===== config.mk =====
export PLATFORM = sky130hd
export DESIGN_NAME = dm_access_unit
export DESIGN_NICKNAME = d
export VERILOG_FILES = /design/src/rtl/dm_access_unit_pkg.sv /design/src/rtl/dm_lane_align.sv /design/src/rtl/dm_access_unit.sv
export SDC_FILE = /design/constraint.sdc
export NUM_CORES = 1
export LEC_CHECK = 0
export CORE_MARGIN = 2
export CORE_UTILIZATION = 50
export CTS_BUF_LIST = sky130_fd_sc_hd__clkbuf_8
export CTS_CLUSTER_DIAMETER = 50
export DETAILED_ROUTE_END_ITERATION = 10
export PLACE_DENSITY = 0.89
export SETUP_SLACK_MARGIN = 0.1
export SYNTH_ARGS = -nofsm -noshare
export SYNTH_HDL_FRONTEND = slang
export SYNTH_SLANG_ARGS = --single-unit

===== constraint.sdc =====
create_clock -name clk -period 4.05 [get_ports clk]
set_input_delay 0.81 -clock clk [delete_from_list [all_inputs] [get_ports clk]]
set_output_delay 0.81 -clock clk [all_outputs]
set_load 0.05 [all_outputs]

===== src/rtl/dm_access_unit_pkg.sv =====
// Shared definitions for the data-memory access unit.
// Holds the dm_type access encodings and the FSM state encoding.
package dm_access_unit_pkg;

  localparam logic [2:0] DM_WORD   = 3'b000;
  localparam logic [2:0] DM_HALF   = 3'b001;
  localparam logic [2:0] DM_HALF_U = 3'b010;
  localparam logic [2:0] DM_BYTE   = 3'b011;
  localparam logic [2:0] DM_BYTE_U = 3'b100;

  localparam logic [1:0] ST_IDLE = 2'b00;
  localparam logic [1:0] ST_BUSY = 2'b01;
  localparam logic [1:0] ST_DONE = 2'b10;

endpackage


===== src/rtl/dm_lane_align.sv =====
// Byte-lane steering for the data-memory bus: store byte enables and replicated
// store data, load lane select with sign/zero extension, and alignment check.
module dm_lane_align
  import dm_access_unit_pkg::*;
(
  input  logic [1:0]  addr_lo,
  input  logic [2:0]  dm_type,
  input  logic [31:0] wdata,
  input  logic [31:0] rword,
  output logic [3:0]  be,
  output logic [31:0] wdata_lane,
  output logic [31:0] rdata_ext,
  output logic        misalign
);

  logic [15:0] half_lane;
  logic [7:0]  byte_lane;

  always_comb begin
    half_lane = addr_lo[1] ? rword[31:16] : rword[15:0];
    case (addr_lo)
      2'd0:    byte_lane = rword[7:0];
      2'd1:    byte_lane = rword[15:8];
      2'd2:    byte_lane = rword[23:16];
      default: byte_lane = rword[31:24];
    endcase
  end

  always_comb begin
    be         = 4'b1111;
    wdata_lane = wdata;
    rdata_ext  = rword;
    misalign   = (addr_lo != 2'b00);
    case (dm_type)
      DM_HALF, DM_HALF_U: begin
        be         = addr_lo[1] ? 4'b1100 : 4'b0011;
        wdata_lane = {2{wdata[15:0]}};
        misalign   = addr_lo[0];
        rdata_ext  = (dm_type == DM_HALF) ? {{16{half_lane[15]}}, half_lane}
                                          : {16'h0000, half_lane};
      end
      DM_BYTE, DM_BYTE_U: begin
        be         = 4'b0001 << addr_lo;
        wdata_lane = {4{wdata[7:0]}};
        misalign   = 1'b0;
        rdata_ext  = (dm_type == DM_BYTE) ? {{24{byte_lane[7]}}, byte_lane}
                                          : {24'h000000, byte_lane};
      end
      default: ;
    endcase
  end

endmodule


===== src/rtl/dm_access_unit.sv =====
// MEM-stage data-memory access unit: latches one load/store, runs the bus
// request/ready handshake with a timeout, and stalls the pipeline until done.
module dm_access_unit
  import dm_access_unit_pkg::*;
#(
  parameter int unsigned TIMEOUT = 16
) (
  input  logic        clk,
  input  logic        reset,
  input  logic        mem_r,
  input  logic        mem_w,
  input  logic [31:0] addr,
  input  logic [31:0] wdata,
  input  logic [2:0]  dm_type,
  output logic [31:0] rdata,
  output logic        stall,
  output logic        misalign,
  output logic        bus_err,
  output logic        bus_req,
  output logic        bus_we,
  output logic [3:0]  bus_be,
  output logic [31:0] bus_addr,
  output logic [31:0] bus_wdata,
  input  logic [31:0] bus_rdata,
  input  logic        bus_ready
);

  logic [1:0]  state_q, state_d;
  logic [7:0]  cnt_q, cnt_d;
  logic [31:0] addr_q, addr_d;
  logic [31:0] wdata_q, wdata_d;
  logic [3:0]  be_q, be_d;
  logic        we_q, we_d;
  logic [2:0]  type_q, type_d;
  logic [31:0] rdata_q, rdata_d;

  logic [1:0]  lane_addr_lo;
  logic [2:0]  lane_type;
  logic [3:0]  lane_be;
  logic [31:0] lane_wdata;
  logic [31:0] lane_rdata;
  logic        lane_misalign;

  // One aligner serves both directions: live inputs in IDLE for the store side
  // and alignment check, latched low address bits and type in BUSY for loads.
  always_comb begin
    lane_addr_lo = (state_q == ST_BUSY) ? addr_q[1:0] : addr[1:0];
    lane_type    = (state_q == ST_BUSY) ? type_q      : dm_type;
  end

  dm_lane_align u_lane (
    .addr_lo    (lane_addr_lo),
    .dm_type    (lane_type),
    .wdata      (wdata),
    .rword      (bus_rdata),
    .be         (lane_be),
    .wdata_lane (lane_wdata),
    .rdata_ext  (lane_rdata),
    .misalign   (lane_misalign)
  );

  always_comb begin
    state_d  = state_q;
    cnt_d    = cnt_q;
    addr_d   = addr_q;
    wdata_d  = wdata_q;
    be_d     = be_q;
    we_d     = we_q;
    type_d   = type_q;
    rdata_d  = rdata_q;
    stall    = 1'b0;
    misalign = 1'b0;
    bus_err  = 1'b0;
    bus_req  = 1'b0;
    case (state_q)
      ST_IDLE: begin
        if (!reset && (mem_r || mem_w)) begin
          if (lane_misalign) begin
            misalign = 1'b1;
          end else begin
            stall   = 1'b1;
            state_d = ST_BUSY;
            cnt_d   = '0;
            addr_d  = addr;
            wdata_d = lane_wdata;
            be_d    = lane_be;
            we_d    = mem_w;
            type_d  = dm_type;
          end
        end
      end
      ST_BUSY: begin
        bus_req = 1'b1;
        stall   = 1'b1;
        if (bus_ready) begin
          rdata_d = we_q ? '0 : lane_rdata;
          state_d = ST_DONE;
        end else if (cnt_q == 8'(TIMEOUT - 1)) begin
          bus_err = 1'b1;
          rdata_d = '0;
          state_d = ST_DONE;
        end else begin
          cnt_d = cnt_q + 8'd1;
        end
      end
      ST_DONE: state_d = ST_IDLE;
      default: state_d = ST_IDLE;
    endcase
  end

  always_ff @(posedge clk) begin
    if (reset) begin
      state_q <= ST_IDLE;
      cnt_q   <= '0;
      addr_q  <= '0;
      wdata_q <= '0;
      be_q    <= '0;
      we_q    <= 1'b0;
      type_q  <= DM_WORD;
      rdata_q <= '0;
    end else begin
      state_q <= state_d;
      cnt_q   <= cnt_d;
      addr_q  <= addr_d;
      wdata_q <= wdata_d;
      be_q    <= be_d;
      we_q    <= we_d;
      type_q  <= type_d;
      rdata_q <= rdata_d;
    end
  end

  always_comb begin
    rdata     = misalign ? '0 : rdata_q;
    bus_we    = bus_req & we_q;
    bus_be    = be_q;
    bus_addr  = {addr_q[31:2], 2'b00};
    bus_wdata = wdata_q;
  end

endmodule


==> results.py, run 1 <==
metrics = {
    "global_routing": {
        "grt_overflow": 0,
        "grt_use_total_pct": 27.97,
        "grt_max_degree": 98,
        "grt_pass1_wl_um": 27880,
        "grt_pass1_vias": 5496,
        "antenna_found_initial": 0,
    },
    "placed_design": {
        "place.gp.congestion": 0.8952,
        "portBuffers": 206,
        "dpl.hpwl_um": 12650,
    },
    "logic_synthesis": {
        "synth-seq-cells": 114,
        "yosysWarnings": 0,
        "synth-async-reset-ratio_pct": 0,
        "avgSynthCellArea_um2": 8.144,
        "yosysTopAreaCellShare_pct": 40.09,
        "synth_seq_area_share_pct": 40.09,
        "post-synth-top-count-cell": "nand2_1",
        "synth_edf_count": 0,
        "yosysUniqueCellTypes": 61,
        "ys_top_cells_by_count": "nand2_1 (154), dfxtp_1 (114), nor2_1 (68), a21oi_1 (57), buf_4 (36)",
        "synth_area_leader_cell": "dfxtp_1",
        "synthesis.area_mm2": 0.005693,
        "synth_top_cells_by_area": "dfxtp_1 (40%), nand2_1 (10%), a21oi_1 (5.0%), buf_4 (4.7%), nor2_1 (4.5%)",
        "synthCells": 699,
        "ys.flop_type": "dfxtp_1",
    },
    "power": {
        "powerDensity_mw_per_mm2": 523.4,
        "power_mw": 4.168,
        "p_leak_nw": 3.103,
        "ir_drop_mv": 0.2628,
    },
    "job": {
        "cap_viol_max_count": 0,
    },
    "die": {
        "start_util_pct": 51.83,
        "ioPinCount": 209,
        "dieWidth_um": 110.7,
        "die_area_mm2": 0.01226,
        "die_h_um": 110.7,
        "row_count": 38,
        "core-area_mm2": 0.01098,
    },
    "sta": {
        "max_slew_margin_pct": 37.85,
        "hold_viol": 0,
        "finalCritPeriodShare_pct": 90.22,
        "max_freq_mhz": 273.7,
        "clock_skew_ns": 0.008266,
        "finalSetupTns_ns": 0,
        "setup_violations": 0,
        "rsz0062_at_grt": "false",
        "report.final.slew_viol_count": 0,
        "finalCriticalPeriod_ns": 3.654,
        "tightestPinTransition_ns": 0.9322,
    },
    "drt": {
        "dr.first_iter.drc_count": 680,
        "via_per_inst": 5.759,
        "wl_per_cell_um": 17.34,
        "ant_nets": 0,
        "drc_errors": 0,
        "wirelength_um": 17560,
        "dr.pass1.iters": 8,
        "vias": 5834,
    },
    "critical_path": {
        "endpoint_kind": "primary output",
        "crit_fanout": 33,
        "reg2reg_depth": 9,
        "start_kind": "flip-flop",
        "required_ns": 3.24,
        "worstSetupPathType": "reg -> out",
        "r2r_start": "state_q[1]",
        "critPathArrivalTime_ns": 2.84,
        "startpoint": "state_q[1]",
    },
    "clocking": {
        "cts_root_buffer": "clkbuf_8",
        "cts_setup_buffers": 0,
        "cts_made_buffers": 17,
        "htreeDepth": 4,
        "hold_buffers": 0,
        "cts_resized": 0,
        "cts_tree": "yes",
        "clk_path_buf_depth": 2,
        "worstSkewPairLatency_ns": 0.43,
        "cts_sinks": 114,
        "path_clk_slew_ns": 0.06,
    },
    "finish": {
        "syn2layout_area_growth_pct": 39.89,
        "drive_above_1_share_pct": 11.80,
        "nFillCells": 827,
        "nets": 966,
        "antenna_cells": 0,
        "utilization_pct": 72.51,
    },
    "status": {
        "status": "finished clean",
    },
    "hold_path": {
        "holdCritStartpoint": "rdata_q[17]",
        "hold_path_class": "reg -> reg",
        "hold_depth": 2,
    },
}
layout by cell type, fill, tap and decap left out, types with 3 or more instances in the layout:
cell type and n:
xnor2_1 3, o21ai_0 20, nor3_1 7, nand4_1 5
inv_1 3, a31oi_1 9, a21oi_1 57, a311oi_1 8
nand2_1 154, a211o_1 7, dfxtp_1 114, clkinv_2 3
mux2i_1 14, a211oi_1 20, xor2_1 6, bufinv_16 5
nor2b_1 32, o211ai_1 5, nor2_1 67, a22o_1 14
clkbuf_8 20, mux2i_4 4, a222oi_1 9, clkdlybuf4s50_1 171
and3_1 3, a221o_1 5, nand3_1 10, mux2_2 4
buf_4 46, nand2b_1 3, o22ai_1 5
cell type report:
type	count	area [um^2]	area share, %
Multi-Input combinational cell	505	2934	36.84
Sequential cell	114	2282	28.66
Timing Repair Buffer	220	2102	26.39
Clock buffer	20	275.3	3.456
Clock inverter	11	183.9	2.309
Tap cell	140	175.2	2.200
Inverter	3	11.26	0.1414
registers in the layout (all words and copies together) (netlist names):
| name | count |
|---|---|
| addr_q | 32 |
| bus_be | 4 |
| bus_wdata | 32 |
| cnt_q | 8 |
| rdata_q | 32 |
| state_q | 2 |
| type_q | 3 |
| we_q | 1 |
logic make-up after synthesis:
| logic type | after synthesis | synth area share, % |
|---|---|---|
| flops | 114 | 40.09 |
| buf+inv | 81 | 8.527 |
| xor+xnor | 10 | 1.868 |
| compound gates | 171 | 20.59 |
| other cells | 1 | 0.06587 |
| fa+ha+maj | 1 | 0.2197 |
| mux | 23 | 5.099 |
| simple gates | 298 | 23.54 |
critical path, stage by stage (launching register included):
cell and delay, ns:
dfxtp_1 0.34, nand2b_2 0.36, inv_2 0.27, mux2_2 0.38, nand2_2 0.14, nand3_1 0.13, nor2_2 0.10, buf_4 0.34
nor2b_1 0.12, buf_4 0.21
stage by stage:
step           setup slack, ns  instances  hold WS (ns)  cell area (um^2)
2_1_floorplan           0.5770        700        0.4173              5697
3_3_place_gp            0.5314        982        0.4343              7502
3_5_place_dp            0.4091        982        0.4393              7502
4_1_cts                 0.1758       1013        0.4538              7961
5_1_grt                 0.2036       1013        0.4719              7964
6_report                0.3962       1013        0.4485              7964
report_power, final:
group | switching (mW) | internal [mW]
Sequential | 0.0793 | 1.25
Combinational | 1.04 | 0.578
Clock | 0.451 | 0.773
Total | 1.57 | 2.60
path summary, 6_finish.rpt:
path	endpoint	slack, ns
worst max-delay path	rdata[5]	0.40
worst min-delay path	rdata_q[17]	0.45
worst max register to register	rdata_q[4]	1.17
worst min register to register	rdata_q[17]	0.45
layer usage:
metal  track usage (%)  share of wire (%)  up-vias
met5                 0                  0        -
met2             45.69                 48      340
met3             7.436                8.9       62
met4             12.42                3.5        0
li1                  -                  -     2741
met1             34.75                 39     2691
No activity file was read; power rests on OpenSTA's default activity.
==> inputs of run 2 (changes only) <==
--- a/config.mk
+++ b/config.mk
@@ -10,6 +10,7 @@
 export CTS_BUF_LIST = sky130_fd_sc_hd__clkbuf_8
 export CTS_CLUSTER_DIAMETER = 50
 export DETAILED_ROUTE_END_ITERATION = 10
+export GPL_TIMING_DRIVEN = 1
 export PLACE_DENSITY = 0.89
 export SETUP_SLACK_MARGIN = 0.1
 export SYNTH_ARGS = -nofsm -noshare
==> results of run 2 <==
No change in the layout: final DEF, timing and power equal those of run 1.
==> inputs of run 3 (changes only) <==
--- a/config.mk
+++ b/config.mk
@@ -11,6 +11,7 @@
 export CTS_CLUSTER_DIAMETER = 50
 export DETAILED_ROUTE_END_ITERATION = 10
 export GPL_TIMING_DRIVEN = 1
+export MAX_ROUTING_LAYER = met4
 export PLACE_DENSITY = 0.89
 export SETUP_SLACK_MARGIN = 0.1
 export SYNTH_ARGS = -nofsm -noshare
==> run 3 against run 2 <==
Net effect:
- setup slack improved by 0.0028 ns
- via count increased by 0.14%
- non-clock buffer count grew 1
- critical path type is now in -> out
==> results.py, run 3 (synthesis results as in run 1) <==
metrics = {
    "status": {
        "status": "finished clean",
    },
    "critical_path": {
        "required_ns": 3.24,
        "path_cells": "clkdlybuf4s50_1, nor2_1, mux2_2, nand2_2, nand3_1, nor2_2, buf_4, nor2b_1, buf_4",
        "crit_fanout": 33,
        "worstSetupPathType": "in -> out",
        "endpoint_kind": "primary output",
        "critPathArrivalTime_ns": 2.84,
        "crit_path_frequent_cell": "buf_4",
        "path_delay_family": "buffers and inverters",
        "crit_buf_inv": 3,
        "start_kind": "primary input",
        "critPathMaxStageDelay_ns": 0.59,
        "crit_slowest_cell": "clkdlybuf4s50_1",
    },
    "die": {
        "row_count": 38,
        "die_h_um": 110.7,
        "ioPinCount": 209,
        "core-area_mm2": 0.01098,
        "dieWidth_um": 110.7,
        "start_util_pct": 51.83,
        "die_area_mm2": 0.01226,
    },
    "placed_design": {
        "dpl.hpwl_um": 12600,
        "portBuffers": 206,
        "place.gp.congestion": 0.9126,
    },
    "global_routing": {
        "grt_pass1_wl_um": 28030,
        "grt_use_total_pct": 28.78,
        "grt_pass1_vias": 5580,
        "grt_overflow": 0,
        "grt_max_degree": 98,
        "antenna_found_initial": 0,
    },
    "power": {
        "p_leak_nw": 3.085,
        "ir_drop_mv": 0.2987,
        "powerDensity_mw_per_mm2": 508.6,
    },
    "sta": {
        "finalCritPeriodShare_pct": 90.15,
        "clock_skew_ns": 0.01129,
        "report.final.slew_viol_count": 0,
        "hold_viol": 0,
        "rsz0062_at_grt": "false",
        "max_slew_margin_pct": 38.45,
        "tightestPinTransition_ns": 0.9232,
        "max_freq_mhz": 273.9,
        "setup_violations": 0,
        "finalSetupTns_ns": 0,
        "finalCriticalPeriod_ns": 3.651,
    },
    "drt": {
        "ant_nets": 0,
        "wirelength_um": 17540,
        "via_per_inst": 5.761,
        "drc_errors": 0,
        "dr.pass1.iters": 5,
        "wl_per_cell_um": 17.29,
        "vias": 5842,
        "dr.first_iter.drc_count": 554,
    },
    "finish": {
        "drive_above_1_share_pct": 11.78,
        "syn2layout_area_growth_pct": 39.03,
        "utilization_pct": 72.07,
        "antenna_cells": 0,
        "layout_commonest_cell": "clkdlybuf4s50_1",
        "final_cell_mix": "clkdlybuf4s50_1 (171), nand2_1 (154), dfxtp_1 (114)",
        "nets": 967,
    },
    "clocking": {
        "hold_buffers": 0,
        "path_clk_slew_ns": 0.06,
        "worstSkewPairLatency_ns": 0.42,
        "cts_made_buffers": 17,
        "cts_root_buffer": "clkbuf_8",
        "cts_resized": 0,
        "cts_sinks": 114,
        "cts_setup_buffers": 0,
        "htreeDepth": 4,
        "clk_path_buf_depth": 2,
        "cts_tree": "yes",
    },
    "job": {
        "cap_viol_max_count": 0,
    },
    "hold_path": {
        "hold_path_class": "reg -> reg",
    },
}
-- run 3: changes by cell type in the layout (fill, tap and decap cells not counted), sizes merged --
cell / before / now
buf: 49 / 50
inv: 4 / 5
clkinv: 3 / 5
clkbuf: 20 / 19
bufinv: 5 / 3
-- run 3: metal layers --
layer | share of wire (%) | vias to the layer above | GRT usage, %
met5 | 0 | - | -
met4 | 3.9 | 0 | 13.67
met3 | 7.6 | 68 | 5.960
met2 | 48 | 307 | 46.18
met1 | 41 | 2726 | 34.77
li1 | - | 2741 | -
-- run 3: worst register-to-register path: stages, from the launching register on --
cell and delay (ns):
dfxtp_1 0.35, nand2b_2 0.35, inv_2 0.26, mux2_2 0.39, buf_4 0.22, nor2_1 0.39
buf_4 0.25, nor2_1 0.07, nor2_1 0.34, a221o_1 0.22
-- run 3: final timing paths --
kind	start	to	slack [ns]	cells after the start
worst max register to register	state_q[1]	rdata_q[6]	1.14	9
worst min-delay path	rdata_q[27]	rdata_q[27]	0.45	2
worst min register to register	rdata_q[27]	rdata_q[27]	0.45	2
worst max-delay path	dm_type[0]	rdata[27]	0.40	9
-- run 3: through the flow --
stage | instances | hold slack, ns | cell area, um^2 | power (mW) | worst slack (ns)
2_1_floorplan | 700 | 0.4173 | 5697 | 2.472 | 0.5770
3_3_place_gp | 983 | 0.4367 | 7510 | 2.913 | 0.5342
3_5_place_dp | 983 | 0.4401 | 7510 | 2.954 | 0.4338
4_1_cts | 1014 | 0.4562 | 7913 | 4.030 | 0.2380
5_1_grt | 1014 | 0.4693 | 7915 | 4.201 | 0.2905
6_report | 1014 | 0.4501 | 7915 | 4.025 | 0.3990
-- run 3: area by class of cell --
| type | count | area (um^2) |
|---|---|---|
| Timing Repair Buffer | 221 | 2110 |
| Fill cell | 867 | 3068 |
| Clock buffer | 19 | 261.5 |
| Tap cell | 140 | 175.2 |
| Inverter | 3 | 11.26 |
| Sequential cell | 114 | 2282 |
| Multi-Input combinational cell | 505 | 2934 |
| Clock inverter | 12 | 141.4 |
-- run 3: power by group --
group / internal, mW / switching [mW] / total (mW)
Clock: 0.629 / 0.448 / 1.08
Combinational: 0.580 / 1.04 / 1.62
Sequential: 1.25 / 0.0774 / 1.33
